### src/rtl/legn_core.sv
// legn_core -- parametrised single-cycle accumulator-style CPU core.
//
// One instruction is fetched and retired on every rising clock edge while
// the core is in RUN. The program ROM is external and combinational: the
// core drives adr and expects the matching instruction word on instr in
// the same cycle.
//
// Instruction word: {op[3:0], imm[W-1:0]}.
//
// Ports:
//   clk      rising-edge clock
//   rst      asynchronous, active-high reset
//   instr    instruction word read from the ROM at adr
//   in       external input port, sampled into in_r on every edge
//   resume   leaves HALTED at the next edge (ignored while running)
//   adr      program counter
//   a, b     general registers
//   out      output port register
//   carry    carry flag (set only by the two ADD instructions)
//   zero     zero flag (tracks the last value written to A or B)
//   halted   high while in the HALTED state
//   stk_err  sticky return-stack overflow/underflow flag
module legn_core #(
  parameter int W           = 4,
  parameter int STACK_DEPTH = 2
) (
  input  logic         clk,
  input  logic         rst,
  input  logic [W+3:0] instr,
  input  logic [W-1:0] in,
  input  logic         resume,
  output logic [W-1:0] adr,
  output logic [W-1:0] a,
  output logic [W-1:0] b,
  output logic [W-1:0] out,
  output logic         carry,
  output logic         zero,
  output logic         halted,
  output logic         stk_err
);

  // The stack pointer counts occupied entries, so it needs to reach
  // STACK_DEPTH itself (full), not just STACK_DEPTH-1.
  localparam int SP_W = $clog2(STACK_DEPTH + 1);
  localparam logic [SP_W-1:0] SP_FULL = SP_W'(STACK_DEPTH);

  // All sixteen encodings are meaningful, so there is no illegal opcode.
  typedef enum logic [3:0] {
    OP_ADD_A   = 4'b0000,
    OP_MOV_AB  = 4'b0001,
    OP_IN_A    = 4'b0010,
    OP_MOV_AI  = 4'b0011,
    OP_MOV_BA  = 4'b0100,
    OP_ADD_B   = 4'b0101,
    OP_IN_B    = 4'b0110,
    OP_MOV_BI  = 4'b0111,
    OP_CALL    = 4'b1000,
    OP_OUT_B   = 4'b1001,
    OP_RET     = 4'b1010,
    OP_OUT_I   = 4'b1011,
    OP_JZ      = 4'b1100,
    OP_HALT    = 4'b1101,
    OP_JNC     = 4'b1110,
    OP_JMP     = 4'b1111
  } op_t;

  typedef enum logic {
    S_RUN    = 1'b0,
    S_HALTED = 1'b1
  } state_t;

  // Architectural state
  state_t          state_reg, state_next;
  logic [W-1:0]    a_reg, a_next;
  logic [W-1:0]    b_reg, b_next;
  logic [W-1:0]    out_reg, out_next;
  logic [W-1:0]    adr_reg, adr_next;
  logic            carry_reg, carry_next;
  logic            zero_reg, zero_next;
  logic            err_reg, err_next;
  logic [SP_W-1:0] sp_reg, sp_next;
  logic [W-1:0]    in_r;

  // Return stack storage; entry i is valid when sp_reg > i.
  logic [W-1:0]    stack_mem [STACK_DEPTH];

  // Decode / datapath helpers
  op_t             op;
  logic [W-1:0]    imm;
  logic [W-1:0]    adr_plus1;
  logic [W:0]      sum_a;
  logic [W:0]      sum_b;
  logic [W-1:0]    pop_data;
  logic            push_en;
  logic            stack_full;
  logic            stack_empty;

  assign op          = op_t'(instr[W+3:W]);
  assign imm         = instr[W-1:0];
  assign adr_plus1   = adr_reg + W'(1);   // wraps naturally at 2^W
  assign sum_a       = {1'b0, a_reg} + {1'b0, imm};
  assign sum_b       = {1'b0, b_reg} + {1'b0, imm};
  assign stack_full  = (sp_reg == SP_FULL);
  assign stack_empty = (sp_reg == '0);

  // Top-of-stack read: select the entry just below the pointer.
  always_comb begin
    pop_data = '0;
    for (int i = 0; i < STACK_DEPTH; i++) begin
      if (sp_reg == SP_W'(i + 1)) begin
        pop_data = stack_mem[i];
      end
    end
  end

  // Next-state / datapath logic
  always_comb begin
    state_next = state_reg;
    a_next     = a_reg;
    b_next     = b_reg;
    out_next   = out_reg;
    adr_next   = adr_reg;
    carry_next = carry_reg;
    zero_next  = zero_reg;
    err_next   = err_reg;
    sp_next    = sp_reg;
    push_en    = 1'b0;

    unique case (state_reg)
      S_RUN: begin
        // Only the ADDs produce a carry; everything else clears it, so a
        // JNC always looks at the instruction immediately before it.
        carry_next = 1'b0;
        adr_next   = adr_plus1;

        unique case (op)
          OP_ADD_A: begin
            a_next     = sum_a[W-1:0];
            carry_next = sum_a[W];
            zero_next  = (sum_a[W-1:0] == '0);
          end
          OP_ADD_B: begin
            b_next     = sum_b[W-1:0];
            carry_next = sum_b[W];
            zero_next  = (sum_b[W-1:0] == '0);
          end
          OP_MOV_AI: begin
            a_next    = imm;
            zero_next = (imm == '0);
          end
          OP_MOV_BI: begin
            b_next    = imm;
            zero_next = (imm == '0);
          end
          OP_MOV_AB: begin
            a_next    = b_reg;
            zero_next = (b_reg == '0);
          end
          OP_MOV_BA: begin
            b_next    = a_reg;
            zero_next = (a_reg == '0);
          end
          OP_IN_A: begin
            a_next    = in_r;
            zero_next = (in_r == '0);
          end
          OP_IN_B: begin
            b_next    = in_r;
            zero_next = (in_r == '0);
          end
          OP_OUT_B: begin
            out_next = b_reg;
          end
          OP_OUT_I: begin
            out_next = imm;
          end
          OP_JMP: begin
            adr_next = imm;
          end
          OP_JNC: begin
            if (!carry_reg) adr_next = imm;
          end
          OP_JZ: begin
            if (zero_reg) adr_next = imm;
          end
          OP_CALL: begin
            // A full stack turns CALL into a flagged no-op that falls through.
            if (stack_full) begin
              err_next = 1'b1;
            end else begin
              push_en  = 1'b1;
              sp_next  = sp_reg + SP_W'(1);
              adr_next = imm;
            end
          end
          OP_RET: begin
            // An empty stack turns RET into a flagged no-op that falls through.
            if (stack_empty) begin
              err_next = 1'b1;
            end else begin
              sp_next  = sp_reg - SP_W'(1);
              adr_next = pop_data;
            end
          end
          OP_HALT: begin
            state_next = S_HALTED;
          end
          default: begin
          end
        endcase
      end

      S_HALTED: begin
        // Everything holds; the resume edge itself executes nothing, so
        // the instruction at adr runs on the edge after it.
        if (resume) state_next = S_RUN;
      end

      default: begin
        state_next = S_RUN;
      end
    endcase
  end

  // Architectural registers
  always_ff @(posedge clk or posedge rst) begin
    if (rst) begin
      state_reg <= S_RUN;
      a_reg     <= '0;
      b_reg     <= '0;
      out_reg   <= '0;
      adr_reg   <= '0;
      carry_reg <= 1'b0;
      zero_reg  <= 1'b0;
      err_reg   <= 1'b0;
      sp_reg    <= '0;
    end else begin
      state_reg <= state_next;
      a_reg     <= a_next;
      b_reg     <= b_next;
      out_reg   <= out_next;
      adr_reg   <= adr_next;
      carry_reg <= carry_next;
      zero_reg  <= zero_next;
      err_reg   <= err_next;
      sp_reg    <= sp_next;
    end
  end

  // Input port sampler runs regardless of RUN/HALTED, so IN sees the
  // value that was on the pins one cycle earlier.
  always_ff @(posedge clk or posedge rst) begin
    if (rst) begin
      in_r <= '0;
    end else begin
      in_r <= in;
    end
  end

  // Stack entries need no reset: the pointer alone says which are valid.
  genvar gi;
  generate
    for (gi = 0; gi < STACK_DEPTH; gi++) begin : g_stack
      always_ff @(posedge clk) begin
        if (push_en && (sp_reg == SP_W'(gi))) begin
          stack_mem[gi] <= adr_plus1;
        end
      end
    end
  endgenerate

  assign adr     = adr_reg;
  assign a       = a_reg;
  assign b       = b_reg;
  assign out     = out_reg;
  assign carry   = carry_reg;
  assign zero    = zero_reg;
  assign halted  = (state_reg == S_HALTED);
  assign stk_err = err_reg;

endmodule
### config.mk
export PLATFORM = sky130hd
export DESIGN_NAME = legn_core
export DESIGN_NICKNAME = d
export VERILOG_FILES = /design/src/rtl/legn_core.sv
export SDC_FILE = /design/constraint.sdc
export NUM_CORES = 1
export LEC_CHECK = 0
export ABC_AREA = 1
export BUFFER_PORTS_ARGS = -buffer_cell sky130_fd_sc_hd__buf_2
export CORE_MARGIN = 2
export CORE_UTILIZATION = 35
export DETAILED_ROUTE_END_ITERATION = 8
export HOLD_SLACK_MARGIN = 0.12
export REMOVE_ABC_BUFFERS = 1
export SYNTH_ARGS = -nofsm -noshare
export SYNTH_HDL_FRONTEND = slang
export SYNTH_SLANG_ARGS = --single-unit
### constraint.sdc
create_clock -name clk -period 2.25 [get_ports clk]
set_input_delay 0.1125 -clock clk [delete_from_list [all_inputs] [get_ports clk]]
set_output_delay 0.1125 -clock clk [all_outputs]
set_load 0.02 [all_outputs]
==> results.tsv <==
stage	metric	value	unit
run_status	status	finished clean	
global_route	grt_max_degree	27	
flow_run	maxCapViolCount	0	
global_route	antenna_found_initial	0	
sta	worstMarginPinSlew	0.366	ns
cells_and_area	drive_gt1_share	17.9	%
yosys	yosys_most_used_dff	dfrtp_1	
drt	antenna_left	0	
drt	dr_total_vias	2272	
sta	fin_setup_tns	0	ns
worst_setup_path	critPathSlowestCell	fa_1	
yosys	synthSimpleGateAreaFrac	35.3	%
clock_tree	cts_setup_buffers	0	
sta	layout_setup_ws	0.414	ns
sta	skew	0.0113	ns
drt	wl	6.42	mm
cells_and_area	area_growth_syn_to_layout	16.3	%
drt	drt_iter0_markers	118	
clock_tree	cts_made_buffers	5	
cells_and_area	fill_cells	736	
sta	setup_viol	0	
clock_tree	htree_num_levels	2	
placement	dp_cells	445	
worst_setup_path	crit_path_end_kind	register	
yosys	synth_top_area_share	26.8	%
yosys	synth_xor_area_share	2.53	%
power_and_ir_drop	power_density	963	nW/um^2
sta	max_freq	0.545	GHz
cells_and_area	layoutNonFillerInstCount	459	
worst_setup_path	arrival	2.07	ns
worst_setup_path	required	2.49	ns
die	fp-row-count	30	
yosys	ys_async_sr_fraction	76.5	%
die	core_area	6760	um^2
clock_tree	cts.sinks	34	
drt	wire_per_inst	14.0	um
cells_and_area	multiInputGateArea	1340	um^2
yosys	yosysTopAreaCell	dfrtp_1	
drt	dr.pass1.iters	4	
die	io_pins	35	
yosys	syn_area_per_cell	7.30	um^2
sta	min_period_over_period	81.6	%
worst_setup_path	critPathLaunchType	register	
placement	gp_congestion	0.915	
yosys	synthMuxAreaShare	0	%
worst_setup_path	r2r_slack	0.41	ns
cells_and_area	n_antenna_cell	0	
global_route	grt_pass1_wl	10.4	mm
cells_and_area	top_register	stack_mem	
cells_and_area	largest_reg_flops	8	
yosys	synthAdderAreaFrac	7.84	%
drt	remaining_drc_errors	0	
yosys	synth_edf_count	8	
power_and_ir_drop	power.leakage	1.38	nW
yosys	ys_seq_elements	34	
yosys	synth_top_family_by_area	simple AND/OR/NAND/NOR gates	
worst_setup_path	crit_chain	ha_1, fa_1, or2_2, nor2_1, nand2_1, nand3_1, nand2_1, nand2_1	
yosys	yosysSeqAreaShare	36.7	%
yosys	synth_compound_area_share	9.55	%
die	die_h	87.2	um
yosys	ys_warn_count	0	
worst_setup_path	cp_max_fo	6	
global_route	grt_overflow_total	0	
yosys	yosys.cell_types.count	32	
clock_tree	ctsResizeCount	0	
cells_and_area	final_cell_mix	nand2_1 (87), nor2_1 (46), inv_1 (34), buf_2 (34), nand3_1 (29)	
yosys	yosys-top-cells-area	dfrtp_1 (27%), nand2_1 (13%), edfxtp_1 (9.9%)	
clock_tree	clock-root-buffer	clkbuf_8	
worst_setup_path	slowest_delay	0.46	ns
sta	period_needed	1.84	ns
placement	hpwl	4.98	mm
clock_tree	cts_tree	yes	
die	die_area	7610	um^2
global_route	grt_use_total	17.8	%
power_and_ir_drop	peakVddDrop	0.460	mV
die	start_util	35.9	%
clock_tree	cts_hold_buf	6	
worst_hold_path	min_path_type	primary input to register	
sta	maxSlewViolCount	0	
global_route	grt_pass1_vias	2201	
placement	post-place-ws	0.435	ns
drt	via_per_inst	4.95	
sta	rsz0062_at_grt	false	
cells_and_area	seq_area	891	um^2
sta	timing.final.hold_violations	0	
clock_tree	clk-insertion-delay-late	0.29	ns
die	die_w	87.2	um
sta	relSlewSlack	75.6	%
yosys	syn_inst	332	
sta	fin_hold_ws	0.191	ns
cells_and_area	layout_commonest_cell	nand2_1	
clock_tree	cts.reportedPaths.clkPinSlew	0.08	ns
worst_setup_path	crit_path_frequent_cell	nand2_1	
clock_tree	cts_buffer_depth	2	
yosys	syn_area	2420	um^2
placement	io_buffers	34	
cells_and_area	finalNetCount	407	
worst_setup_path	critPathKind	register to register	
worst paths after layout:
kind	from	end	cells after the start
max in group asynchronous	rst	sp_reg[1]$_DFFE_PP0P_	4
max reg2reg	b[0]$_DFFE_PP0P_	zero$_DFFE_PP0P_	8
min	instr[2]	out[2]$_DFFE_PP0P_	3
min reg2reg	stk_err$_DFFE_PP0P_	stk_err$_DFFE_PP0P_	1
min in group asynchronous	rst	b[1]$_DFFE_PP0P_	4
max	b[0]$_DFFE_PP0P_	zero$_DFFE_PP0P_	8
worst max-delay path, delay by kind of cell, from the launching register on:
family                   cells  cell delay (ns)
flip-flops                   1             0.44
AND/OR/NAND/NOR              6             0.63
adder cells (fa/ha/maj)      2             0.71
power breakdown:
group / switching [mW] / internal (mW) / leakage, nW / total, mW
registers: 0.184 / 0.813 / 0.385 / 0.997
logic: 0.811 / 0.462 / 0.958 / 1.27
clock network: 0.232 / 0.212 / 0.0416 / 0.443
cell type report:
type / count / share of cell area, %
well taps: 80 / 3.55
repair buffers: 43 / 8.97
clock buffers: 5 / 2.44
clock inverters: 3 / 0.577
multi-input cells: 254 / 47.5
inverters: 40 / 5.33
flip-flops and latches: 34 / 31.6
synthesized netlist by cell type (all sizes together), types with 2 or more instances:
master / number
fa: 2
xnor2: 2
nor3: 8
nor2: 55
buf: 3
inv: 39
edfxtp: 8
nand3: 29
nand2: 94
a21oi: 10
o211ai: 3
dfrtp: 26
o21ai: 22
ha: 12
xor2: 5
nand4: 4
a31oi: 3
metal layers:
metal | part of all wire (%) | GRT usage (%)
met2 | 49 | 31.0
met1 | 46 | 22.5
met3 | 3.4 | 2.75
met5 | 0 | 0
met4 | 1.1 | 5.59
through the flow:
stage / total power, mW / cell area (um^2) / util (%)
floorplan: 1.87 / 2380 / -
global placement: 2.25 / 2670 / 39.6
detailed placement: 2.28 / 2670 / 39.6
CTS: 2.74 / 2820 / 41.7
global route: 2.93 / 2820 / 41.7
finish: 2.71 / 2820 / 41.7
cells by family after synthesis:
family	after synthesis
AO/OA/AOI/OAI	42
XOR/XNOR	7
adder cells (fa/ha/maj)	14
buffers and inverters	44
flip-flops	34
AND/OR/NAND/NOR	191
Power figures use the tool's default switching activity.
